<file path="config.mk">
export PLATFORM = sky130hd
export DESIGN_NAME = cv32e40p_prefetch_queue
export DESIGN_NICKNAME = d
export VERILOG_FILES = /design/src/rtl/cv32e40p_prefetch_queue.sv
export SDC_FILE = /design/constraint.sdc
export NUM_CORES = 1
export LEC_CHECK = 0
export BUFFER_PORTS_ARGS = -buffer_cell sky130_fd_sc_hd__buf_2
export CORE_UTILIZATION = 50
export DETAILED_ROUTE_END_ITERATION = 8
export PLACE_DENSITY = 0.81
export REMOVE_ABC_BUFFERS = 1
export SKIP_LAST_GASP = 1
export SLEW_MARGIN = 20
export SYNTH_ARGS = -nofsm -noshare
export SYNTH_HDL_FRONTEND = slang
export SYNTH_SLANG_ARGS = --single-unit
</file>
<file path="constraint.sdc">
create_clock -name clk -period 4.7 [get_ports clk]
set_clock_uncertainty 0.2 [all_clocks]
set_input_delay 0.94 -clock clk [delete_from_list [all_inputs] [get_ports clk]]
set_output_delay 0.94 -clock clk [all_outputs]
set_load 0.02 [all_outputs]
</file>
<file path="src/rtl/cv32e40p_prefetch_queue.sv">
// cv32e40p_prefetch_queue: multi-outstanding instruction prefetch queue
// between the IF stage and the OBI instruction bus. Stale responses left
// in flight by a branch or a reset are dropped internally.
// Optional feature macro: CV32E40P_PREFETCH_ERR_EN (bus-error flag per
// entry, and a sticky halt of issue after an errored word).
// Handshakes: OBI address phase completes on instr_req_o && instr_gnt_i;
// once raised, instr_req_o and instr_addr_o hold until granted. The IF
// side accepts a word on fetch_valid_o && fetch_ready_i.
module cv32e40p_prefetch_queue #(
  parameter int DEPTH           = 4,
  parameter int MAX_OUTSTANDING = 2
) (
  input  logic        clk,
  input  logic        rst,
  input  logic        req_i,
  input  logic        branch_i,
  input  logic [31:0] branch_addr_i,
  input  logic        fetch_ready_i,
  output logic        fetch_valid_o,
  output logic [31:0] fetch_rdata_o,
  output logic [31:0] fetch_addr_o,
  output logic        fetch_err_o,
  output logic        instr_req_o,
  input  logic        instr_gnt_i,
  output logic [31:0] instr_addr_o,
  input  logic        instr_rvalid_i,
  input  logic [31:0] instr_rdata_i,
  input  logic        instr_err_i,
  output logic        busy_o
);

  localparam int PW = $clog2(DEPTH);
  localparam int CW = $clog2(DEPTH + 1);
  localparam int OW = $clog2(MAX_OUTSTANDING + 1) + 1;
  localparam logic [31:0] DEPTH32   = 32'(DEPTH);
  localparam logic [31:0] MAX_OUT32 = 32'(MAX_OUTSTANDING);

  logic [31:0]   next_addr_q, next_addr_d;
  logic [31:0]   out_addr_q, out_addr_d;
  logic [31:0]   pend_addr_q, pend_addr_d;
  logic [31:0]   hold_addr_q, hold_addr_d;
  logic [OW-1:0] outstanding_q, outstanding_d;
  logic [OW-1:0] discard_q, discard_d;
  logic [CW-1:0] count_q, count_d;
  logic [PW-1:0] rptr_q, rptr_d, wptr_q, wptr_d;
  logic          pend_branch_q, pend_branch_d;
  logic          req_hold_q, req_hold_d;
  logic          hold_stale_q, hold_stale_d;
  logic          halt_q, halt_d;
  logic [31:0]   mem_q [DEPTH];

  logic [31:0]   branch_tgt, reserved, head_data;
  logic [OW-1:0] disc_max, disc_base;
  logic          live, drop, issue, fresh, gnt_fire, stale_gnt;
  logic          accept, push, pop, out_dec;

`ifdef CV32E40P_PREFETCH_ERR_EN
  logic          err_q [DEPTH];
  logic          head_err;
`else
  logic          unused_err;
  assign unused_err = instr_err_i;
`endif

  // Issue, delivery and next-state computation.
  always_comb begin
    branch_tgt = {branch_addr_i[31:2], 2'b00};
    drop       = instr_rvalid_i && (discard_q != '0);
    live       = instr_rvalid_i && (discard_q == '0);

    // Slots already promised: queued words plus live in-flight requests.
    reserved = branch_i ? 32'd0
                        : 32'(count_q) + 32'(outstanding_q) - 32'(discard_q);
    issue = req_i && !(halt_q && !branch_i) &&
            (32'(outstanding_q) < MAX_OUT32) &&
            (discard_q <= outstanding_q) && (reserved < DEPTH32);

    instr_req_o  = req_hold_q || issue;
    fresh        = !req_hold_q && issue;
    instr_addr_o = req_hold_q    ? hold_addr_q :
                   branch_i      ? branch_tgt  :
                   pend_branch_q ? pend_addr_q : next_addr_q;
    gnt_fire     = instr_req_o && instr_gnt_i;
    // A held request overtaken by a branch returns a word nobody wants.
    stale_gnt    = gnt_fire && req_hold_q && (hold_stale_q || branch_i);

    fetch_valid_o = !branch_i && ((count_q != '0) || live);
    head_data     = (count_q != '0) ? mem_q[rptr_q] :
                    (live ? instr_rdata_i : 32'd0);
    fetch_rdata_o = head_data;
    fetch_addr_o  = out_addr_q;
    accept        = fetch_valid_o && fetch_ready_i;
    push          = live && !branch_i && !((count_q == '0) && accept);
    pop           = accept && (count_q != '0);

    out_dec       = instr_rvalid_i && (outstanding_q != '0);
    outstanding_d = outstanding_q + OW'(gnt_fire) - OW'(out_dec);

    // After a reset discard can exceed outstanding; keep the larger.
    disc_max  = (discard_q > outstanding_q) ? discard_q : outstanding_q;
    disc_base = branch_i ? (disc_max - OW'(instr_rvalid_i && (disc_max != '0)))
                         : (discard_q - OW'(drop));
    discard_d = disc_base + OW'(stale_gnt);

    next_addr_d = next_addr_q;
    if (gnt_fire && !stale_gnt) next_addr_d = instr_addr_o + 32'd4;

    pend_branch_d = pend_branch_q;
    pend_addr_d   = pend_addr_q;
    if (branch_i && !fresh) begin
      pend_branch_d = 1'b1;
      pend_addr_d   = branch_tgt;
    end else if (fresh) begin
      pend_branch_d = 1'b0;
    end

    req_hold_d   = instr_req_o && !instr_gnt_i;
    hold_addr_d  = fresh ? instr_addr_o : hold_addr_q;
    hold_stale_d = req_hold_d && req_hold_q && (hold_stale_q || branch_i);

    out_addr_d = out_addr_q;
    if (branch_i)    out_addr_d = branch_tgt;
    else if (accept) out_addr_d = out_addr_q + 32'd4;

    count_d = branch_i ? '0 : count_q + CW'(push) - CW'(pop);
    rptr_d  = branch_i ? '0 : rptr_q + PW'(pop);
    wptr_d  = branch_i ? '0 : wptr_q + PW'(push);

`ifdef CV32E40P_PREFETCH_ERR_EN
    head_err    = (count_q != '0) ? err_q[rptr_q] : (live && instr_err_i);
    fetch_err_o = fetch_valid_o && head_err;
    halt_d      = branch_i ? 1'b0
                           : (halt_q || (accept && head_err) || (push && instr_err_i));
`else
    fetch_err_o = 1'b0;
    halt_d      = 1'b0;
`endif

    busy_o = instr_req_o || (outstanding_q != '0);
  end

  // Control state; reset keeps in-flight responses marked as stale.
  always_ff @(posedge clk) begin
    if (rst) begin
      next_addr_q   <= '0;
      out_addr_q    <= '0;
      pend_addr_q   <= '0;
      hold_addr_q   <= '0;
      outstanding_q <= '0;
      discard_q     <= outstanding_d;
      count_q       <= '0;
      rptr_q        <= '0;
      wptr_q        <= '0;
      pend_branch_q <= 1'b0;
      req_hold_q    <= 1'b0;
      hold_stale_q  <= 1'b0;
      halt_q        <= 1'b0;
    end else begin
      next_addr_q   <= next_addr_d;
      out_addr_q    <= out_addr_d;
      pend_addr_q   <= pend_addr_d;
      hold_addr_q   <= hold_addr_d;
      outstanding_q <= outstanding_d;
      discard_q     <= discard_d;
      count_q       <= count_d;
      rptr_q        <= rptr_d;
      wptr_q        <= wptr_d;
      pend_branch_q <= pend_branch_d;
      req_hold_q    <= req_hold_d;
      hold_stale_q  <= hold_stale_d;
      halt_q        <= halt_d;
    end
  end

  // FIFO storage; contents are only read while count is non-zero.
  always_ff @(posedge clk) begin
    if (push) begin
      mem_q[wptr_q] <= instr_rdata_i;
`ifdef CV32E40P_PREFETCH_ERR_EN
      err_q[wptr_q] <= instr_err_i;
`endif
    end
  end

endmodule
</file>
==> flow_summary_export.csv, run 1 <==
group,metric,value,unit
outcome,run_status,"complete, no violations",
place,dp_hpwl,22100,um
setup_path,endpoint_kind,"primary output",
setup_path,reg2reg_setup_slack,0.63,ns
drt,wire_per_inst,18.8,um
clock_tree,cts_buffer_depth,3,
global_routing,antenna_found_initial,1,
clock_tree,clk_pin_slew,0.06,ns
yosys,synth.avg_cell_area,10.3,um2
setup_path,cp_max_fo,22,
place,portBuffers,165,
yosys,synth-async-reset-ratio,0,
global_routing,grt-ovfl-total,0,
global_routing,grt_pass1_wl,51700,um
clock_tree,cts_root_buffer,"clkbuf_16",
drt,dr.pass1.iters,5,
layout,nFillCells,2107,
flow_run,drv_cap,0,
yosys,synth.most_common_cell,"nand2_1",
yosys,ys_ff_latch,268,
clock_tree,cts_buffers,28,
timing,rsz0062_at_grt,"no",
layout,drive_above_1_share,0.217,
clock_tree,cts.repair.resized,0,
floorplanning,fp.dieH,164,um
clock_tree,cts_max_level,1,
worst_hold_path,hold_class,"flip-flop to flip-flop",
yosys,syn_inst,1276,
timing,hold_violations,0,
clock_tree,clkSinkCount,268,
layout,area_delta_synth_final,15.3,%
timing,worstMarginPinSlew,0.903,ns
timing,fmax,0.236,GHz
clock_tree,cts_hold_buffers,0,
yosys,seq_area_frac_synth,0.506,
drt,ant_nets,0,
drt,drt_iter0_drc,737,
floorplanning,coreArea,25500,um2
timing,post-route-period-util,0.902,
floorplanning,dieWidth,164,um
timing,relSlewSlack,0.396,
clock_tree,clk-insertion-delay-late,0.54,ns
layout,nets,1511,
layout,n_antenna_cell,0,
global_routing,grt.total_usage,0.247,
floorplanning,start_util,0.516,
timing,drv_slew,0,
yosys,synth_top_area_share,0.292,
pwr,ir_worst_vdd,0.317,mV
pwr,pwr_density_cell,438,nW/um2
yosys,synth_common_cells,"nand2_1 (165), nor2_1 (147), dfxtp_1 (140)",
global_routing,grt_pass1_vias,9909,
yosys,yosys.area.top_type,"edfxtp_1",
setup_path,crit_type,"flip-flop to primary output",
floorplanning,dieArea,26900,um2
timing,finalSetupTns,0,ns
setup_path,crit_arrival,3.10,ns
clock_tree,cts_setup_buffers,0,
layout,fin_util,0.595,
timing,min_period,4.24,ns
yosys,synth_area_leaders,"edfxtp_1 (29%), dfxtp_1 (21%), mux4_2 (5.5%)",
drt,vias,10300,
yosys,synth-edff-count,128,
setup_path,critPathRequiredTime,3.56,ns
place,finalWeightedCongestion,0.866,
floorplanning,io_pins,172,
yosys,synth-main-ff-cell,"dfxtp_1",
timing,setup_viol,0,
pwr,leakage,5.95,nW
drt,drc_errors,0,
drt,avgViaCountPerCell,5.83,
yosys,yosys_warnings,0,
yosys,synth_cell_types,77,
global_routing,grt_max_degree,64,
setup_path,cp-start-kind,"flip-flop",
floorplanning,rows,58,
drt,wl,33100,um
yosys,synth_area,13100,um2
clock_tree,cts_tree,"yes",
[placed cells by master (no fill, tap or decap), types with 5 or more instances in the layout]
| cell | count |
|---|---|
| nand2b_1 | 14 |
| a211oi_1 | 6 |
| buf_2 | 164 |
| edfxtp_1 | 128 |
| nand2_1 | 164 |
| nand3_1 | 67 |
| nor2b_1 | 15 |
| and2_1 | 11 |
| a31oi_1 | 10 |
| xnor2_1 | 24 |
| o21a_1 | 9 |
| clkbuf_16 | 29 |
| mux2i_1 | 64 |
| o21ai_0 | 49 |
| buf_4 | 24 |
| o211ai_1 | 5 |
| clkbuf_8 | 6 |
| xor2_1 | 9 |
| clkbuf_1 | 6 |
| nor3_1 | 27 |
| nor2_1 | 146 |
| nor3b_1 | 11 |
| nand4_1 | 16 |
| ha_1 | 21 |
| mux4_2 | 32 |
| and4_1 | 5 |
| a221oi_1 | 5 |
| o21ai_1 | 6 |
| mux2_2 | 11 |
| inv_1 | 30 |
| nor4_1 | 9 |
| dfxtp_1 | 138 |
| and3_1 | 10 |
| a21oi_1 | 64 |
| clkinv_2 | 5 |
[cell type report]
cell class	instances	area [um2]	share of cell area
Inverter	31	116	0.00768
Timing Repair Buffer	189	1020	0.0674
Sequential cell	268	6650	0.439
Multi-Input combinational cell	896	6040	0.398
Clock inverter	11	83.8	0.00553
Clock buffer	41	831	0.0548
Tap cell	330	413	0.0273
[power breakdown]
group          switching [W]  internal, W  leakage (nW)
Sequential          0.000152      0.00261          2.30
Combinational        0.00107     0.000631          3.21
Clock               0.000901      0.00128         0.449
[flip-flops by register name, summed over array words and instances (netlist names)]
signal,cells
discard_q,3
pend_branch_q,1
count_q,3
req_hold_q,1
pend_addr_q,30
fetch_addr_o,30
mem_q,128
wptr_q,2
hold_addr_q,32
outstanding_q,3
rptr_q,2
hold_stale_q,1
next_addr_q,32
[stage by stage]
step           std cells  instance area [um2]  setup WS (ns)  hold slack (ns)  total power [W]
2_1_floorplan       1195                12800         -0.574            0.221          0.00394
3_3_place_gp        1714                14200          0.763            0.231          0.00443
3_5_place_dp        1714                14200          0.693            0.240          0.00450
4_1_cts             1766                15100          0.487            0.248          0.00669
5_1_grt             1766                15100          0.342            0.269          0.00697
6_report            1766                15100          0.461            0.249          0.00664
[per-layer routing]
layer,wire length [um],vias up,track usage
met5,13,-,0
li1,-,4902,-
met2,16100,412,0.426
met3,2660,69,0.0457
met1,13300,4905,0.307
met4,1050,2,0.0888
[worst paths after layout]
kind,start,cells past startpoint,end
setup / recovery,pend_branch_q,5,instr_addr_o[15]
hold / removal,next_addr_q[16],2,next_addr_q[16]
setup reg to reg,outstanding_q[1],18,discard_q[2]
hold reg to reg,next_addr_q[16],2,next_addr_q[16]
[kinds of logic (layout without fill, tap and decap cells)]
family	Yosys count	count (layout)	synth area share
and+or+nand+nor	517	517	0.186
DFF	268	268	0.506
AOI/OAI and AO/OA	209	209	0.107
buffers and inverters	114	272	0.0386
muxes	109	109	0.115
xor gates and xnor gates	33	33	0.0220
adders and majority gates	25	25	0.0261
other	1	3	0.000285
[worst max-delay path, cell delays in order (launching register included)]
cell	delay (ns)
dfxtp_1	0.80
buf_4	0.49
mux2_2	0.38
mux2i_1	0.39
o21ai_0	0.25
buf_2	0.22
No activity file was read; power rests on OpenSTA's default activity.
==> run 2, diff against run 1 <==
--- a/config.mk
+++ b/config.mk
@@ -6,7 +6,9 @@
 export NUM_CORES = 1
 export LEC_CHECK = 0
 export BUFFER_PORTS_ARGS = -buffer_cell sky130_fd_sc_hd__buf_2
+export CORE_MARGIN = 2
 export CORE_UTILIZATION = 50
+export CTS_CLUSTER_SIZE = 12
 export DETAILED_ROUTE_END_ITERATION = 8
 export PLACE_DENSITY = 0.81
 export REMOVE_ABC_BUFFERS = 1
==> flow_summary_export.csv, run 2 (synthesis results as in run 1) <==
group,metric,value,unit
outcome,run_status,"complete, no violations",
layout,fin_util,0.580,
layout,n_antenna_cell,0,
setup_path,crit_arrival,2.98,ns
timing,min_period,4.12,ns
place,finalWeightedCongestion,0.853,
drt,vias,10300,
drt,drt_iter0_drc,854,
clock_tree,cts_max_level,1,
layout,largest_reg_flops,128,
timing,rsz0062_at_grt,"no",
drt,avgViaCountPerCell,5.87,
global_routing,grt_pass1_wl,52800,um
drt,wire_per_inst,18.6,um
timing,relSlewSlack,0.268,
pwr,leakage,5.89,nW
setup_path,cp-start-kind,"flip-flop",
timing,setup_viol,0,
layout,drive_above_1_share,0.211,
setup_path,critPathRequiredTime,3.56,ns
clock_tree,cts_buffers,28,
pwr,ir_worst_vdd,0.337,mV
drt,drc_errors,0,
global_routing,grt-busiest-layer,"met2",
drt,ant_nets,0,
clock_tree,cts_root_buffer,"clkbuf_16",
place,dp_hpwl,22400,um
layout,most-common-layout-cells,"nand2_1 (164), buf_2 (164), nor2_1 (146)",
clock_tree,cts.repair.resized,0,
floorplanning,fp.dieH,166,um
clock_tree,clk-insertion-delay-late,0.54,ns
worst_hold_path,hold_class,"flip-flop to flip-flop",
global_routing,grt_pass1_vias,10000,
floorplanning,start_util,0.507,
setup_path,crit_type,"flip-flop to primary output",
floorplanning,io_pins,172,
place,placed_cell_area,14200,um2
timing,hold_ws,0.246,ns
timing,post-route-period-util,0.877,
layout,area_delta_synth_final,14.4,%
timing,drv_slew,0,
flow_run,drv_cap,0,
floorplanning,coreArea,25900,um2
clock_tree,cts_tree,"yes",
setup_path,cp_max_fo,4,
drt,dr.pass1.iters,6,
layout,fin_area,15000,um2
setup_path,endpoint_kind,"primary output",
global_routing,grt_max_degree,69,
place,portBuffers,165,
global_routing,grt-ovfl-total,0,
pwr,pwr_density_cell,430,nW/um2
global_routing,antenna_found_initial,0,
layout,nets,1509,
layout,top_regs,"mem_q: 128 flops, hold_addr_q: 32 flops, next_addr_q: 32 flops",
floorplanning,dieWidth,166,um
floorplanning,dieArea,27600,um2
clock_tree,clk_pin_slew,0.06,ns
clock_tree,clkSinkCount,268,
clock_tree,cts_buffer_depth,3,
floorplanning,rows,59,
drt,wl,32900,um
timing,worstMarginPinSlew,1.09,ns
global_routing,use_met1,0.310,
global_routing,grt_use_met3,0.0396,
global_routing,grt.total_usage,0.235,
timing,hold_violations,0,
timing,fmax,0.243,GHz
clock_tree,cts_setup_buffers,0,
layout,top_register,"mem_q",
global_routing,grt_use_met2,0.398,
clock_tree,cts_hold_buffers,0,
==> run 2: layout make-up <==
type | count | area, um2
flip-flops and latches | 268 | 6650
clock inverters | 9 | 38.8
multi-input cells | 896 | 6040
clock buffers | 36 | 782
repair buffers | 187 | 993
inverters | 31 | 116
well taps | 335 | 419
fillers | 2151 | 10900
==> run 2: worst paths after layout <==
check	from	to	slack, ns	depth (start not counted)
max reg2reg	outstanding_q[1]	discard_q[2]	0.60	18
min reg2reg	next_addr_q[25]	next_addr_q[25]	0.25	2
max	outstanding_q[1]	busy_o	0.58	10
min	next_addr_q[25]	next_addr_q[25]	0.25	2
==> run 2: stage by stage <==
| stage | std cells | setup WS [ns] | power (W) | setup TNS [ns] |
|---|---|---|---|---|
| after floorplan | 1195 | -0.574 | 0.00394 | -24.06 |
| after global placement | 1717 | 0.755 | 0.00441 | 0 |
| after detailed placement | 1717 | 0.655 | 0.00448 | 0 |
| after CTS | 1762 | 0.569 | 0.00650 | 0 |
| after global routing | 1762 | 0.335 | 0.00680 | 0 |
| final | 1762 | 0.578 | 0.00647 | 0 |
==> run 2: routing by layer <==
| layer | vias to the layer above | routed length, um |
|---|---|---|
| li1 | 4892 | - |
| met1 | 4930 | 13500 |
| met2 | 458 | 15900 |
| met3 | 64 | 2580 |
| met4 | 0 | 924 |
| met5 | - | 0 |
==> run 2: critical path: stages, from the launching register on <==
cell and delay, ns:
dfxtp_1 0.37, inv_1 0.13, fa_1 0.57, inv_1 0.05, ha_1 0.29, nand3b_1 0.12, a21oi_1 0.08, a311o_1 0.39
nand3_1 0.15, nand3_1 0.09, buf_2 0.20
==> run 2: where the power goes <==
part           switching (W)  internal (W)  total, W
combinational        0.00107      0.000633   0.00171
clock               0.000855       0.00115   0.00201
sequential          0.000143       0.00261   0.00276
total                0.00207       0.00440   0.00647
==> run 3, diff against run 2 <==
--- a/config.mk
+++ b/config.mk
@@ -7,11 +7,10 @@
 export LEC_CHECK = 0
 export BUFFER_PORTS_ARGS = -buffer_cell sky130_fd_sc_hd__buf_2
 export CORE_MARGIN = 2
-export CORE_UTILIZATION = 50
+export CORE_UTILIZATION = 53
 export CTS_CLUSTER_SIZE = 12
 export DETAILED_ROUTE_END_ITERATION = 8
-export PLACE_DENSITY = 0.81
-export REMOVE_ABC_BUFFERS = 1
+export PLACE_DENSITY = 0.85
 export SKIP_LAST_GASP = 1
 export SLEW_MARGIN = 20
 export SYNTH_ARGS = -nofsm -noshare
==> flow_summary_export.csv, run 3 (synthesis results as in run 1) <==
group,metric,value,unit
outcome,run_status,"complete, no violations",
setup_path,crit_arrival,2.97,ns
timing,setup_viol,0,
setup_path,endpoint_kind,"primary output",
layout,nets,1510,
layout,most-common-layout-cells,"nand2_1 (164), buf_2 (164), nor2_1 (146)",
clock_tree,clkSinkCount,268,
layout,nFillCells,1896,
drt,drc_errors,0,
flow_run,drv_cap,0,
setup_path,crit_type,"flip-flop to primary output",
drt,dr.pass1.iters,6,
timing,rsz0062_at_grt,"no",
clock_tree,cts_root_buffer,"clkbuf_16",
global_routing,grt_pass1_vias,9942,
layout,top_regs,"mem_q: 128 flops, hold_addr_q: 32 flops, next_addr_q: 32 flops",
clock_tree,clk_pin_slew,0.06,ns
layout,drive_above_1_share,0.212,
floorplanning,fp.dieH,161,um
pwr,leakage,5.91,nW
layout,area_delta_synth_final,14.8,%
global_routing,grt-ovfl-total,0,
setup_path,critPathRequiredTime,3.56,ns
clock_tree,cts_setup_buffers,0,
timing,fmax,0.243,GHz
setup_path,slowest_stage,"fa_1",
timing,relSlewSlack,0.438,
layout,largest_reg_flops,128,
floorplanning,start_util,0.540,
floorplanning,coreArea,24300,um2
timing,drv_slew,0,
setup_path,cp_slowest_stage_delay,0.55,ns
pwr,ir_worst_vdd,0.322,mV
clock_tree,cts.repair.resized,0,
setup_path,cp_num_buf_inv,3,
setup_path,crit_family,"adder cells",
place,finalWeightedCongestion,0.866,
timing,post-route-period-util,0.875,
global_routing,grt.total_usage,0.252,
drt,drt_iter0_drc,925,
timing,worstMarginPinSlew,0.840,ns
drt,avgViaCountPerCell,5.91,
timing,hold_violations,0,
place,placed_cell_area,14200,um2
setup_path,cp-start-kind,"flip-flop",
clock_tree,cts_hold_buffers,0,
drt,wl,33200,um
floorplanning,io_pins,172,
timing,min_period,4.11,ns
clock_tree,clk-insertion-delay-late,0.54,ns
place,portBuffers,165,
setup_path,cp_max_fo,4,
drt,ant_nets,0,
place,dp_hpwl,22400,um
global_routing,grt_max_degree,64,
layout,n_antenna_cell,0,
clock_tree,cts_buffer_depth,3,
timing,finalSetupTns,0,ns
pwr,pwr_density_cell,433,nW/um2
clock_tree,cts_buffers,28,
setup_path,worstPathCellList,"inv_1 > fa_1 > inv_1 > ha_1 > nand3b_1 > a21oi_1 > a311o_1 > nand3_1 > nand3_1 > buf_2",
floorplanning,rows,57,
layout,top_register,"mem_q",
clock_tree,cts_max_level,1,
worst_hold_path,hold_class,"flip-flop to flip-flop",
global_routing,grt_pass1_wl,52400,um
global_routing,antenna_found_initial,1,
drt,vias,10400,
timing,hold_ws,0.248,ns
floorplanning,dieWidth,161,um
drt,wire_per_inst,18.9,um
layout,fin_area,15100,um2
floorplanning,dieArea,26100,um2
clock_tree,cts_tree,"yes",
[run 3: cell types whose count changed in the layout (fill, tap and decap cells not counted)]
cell,previous run,this run
clkinvlp_4,0,1
clkbuf_8,3,4
nor3b_4,0,1
nor3_2,2,1
nor3b_2,1,0
nor3_4,0,1
clkbuf_1,4,13
buf_12,0,1
clkinv_1,5,1
[run 3: per-stage QoR]
stage                     total power (W)  std cells  utilization  setup slack, ns
after floorplan                   0.00401       1278            -            0.724
final                             0.00653       1759        0.621            0.586
after global placement            0.00442       1707        0.585            0.745
after CTS                         0.00655       1759        0.621            0.573
after detailed placement          0.00449       1707        0.585            0.699
after global routing              0.00684       1759        0.621            0.365
[run 3: cell type report]
| type | instances | area, um2 | area share |
|---|---|---|---|
| flip-flops and latches | 268 | 6650 | 0.441 |
| multi-input cells | 896 | 6050 | 0.401 |
| repair buffers | 188 | 1010 | 0.0671 |
| clock buffers | 46 | 830 | 0.0550 |
| well taps | 324 | 405 | 0.0269 |
| inverters | 31 | 116 | 0.00771 |
| clock inverters | 6 | 31.3 | 0.00207 |
[run 3: power breakdown]
| part | switching, W | leakage [nW] | internal [W] |
|---|---|---|---|
| registers | 0.000127 | 2.30 | 0.00261 |
| clock network | 0.000865 | 0.419 | 0.00120 |
| logic | 0.00110 | 3.19 | 0.000634 |
[run 3: path summary, 6_finish.rpt]
| kind | startpoint | to | slack, ns | cells after the start |
|---|---|---|---|---|
| setup / recovery | outstanding_q[1] | busy_o | 0.59 | 10 |
| hold / removal | next_addr_q[23] | next_addr_q[23] | 0.25 | 2 |
| setup reg to reg | outstanding_q[1] | discard_q[2] | 0.66 | 18 |
| hold reg to reg | next_addr_q[23] | next_addr_q[23] | 0.25 | 2 |
[run 3: worst register-to-register path: stages (launching register included)]
cell and delay, ns:
dfxtp_1 0.37, inv_1 0.13, fa_1 0.55, inv_1 0.04
ha_1 0.27, nand3b_1 0.10, a21oi_1 0.07, a311o_1 0.40
nand3_1 0.16, nand2_1 0.08, nand2_1 0.11, ha_1 0.22
inv_1 0.05, ha_1 0.12, inv_1 0.05, fa_1 0.37
xnor2_1 0.17, a22o_1 0.24, a311oi_1 0.23
[run 3: routing by layer]
| layer | global-route usage | vias up | share of wire | wire, um |
|---|---|---|---|---|
| li1 | - | 4901 | - | - |
| met1 | 0.334 | 4971 | 0.41 | 13700 |
| met2 | 0.428 | 468 | 0.48 | 16000 |
| met3 | 0.0347 | 61 | 0.075 | 2500 |
| met4 | 0.0836 | 2 | 0.028 | 942 |
| met5 | 0 | - | 0.00039 | 13 |
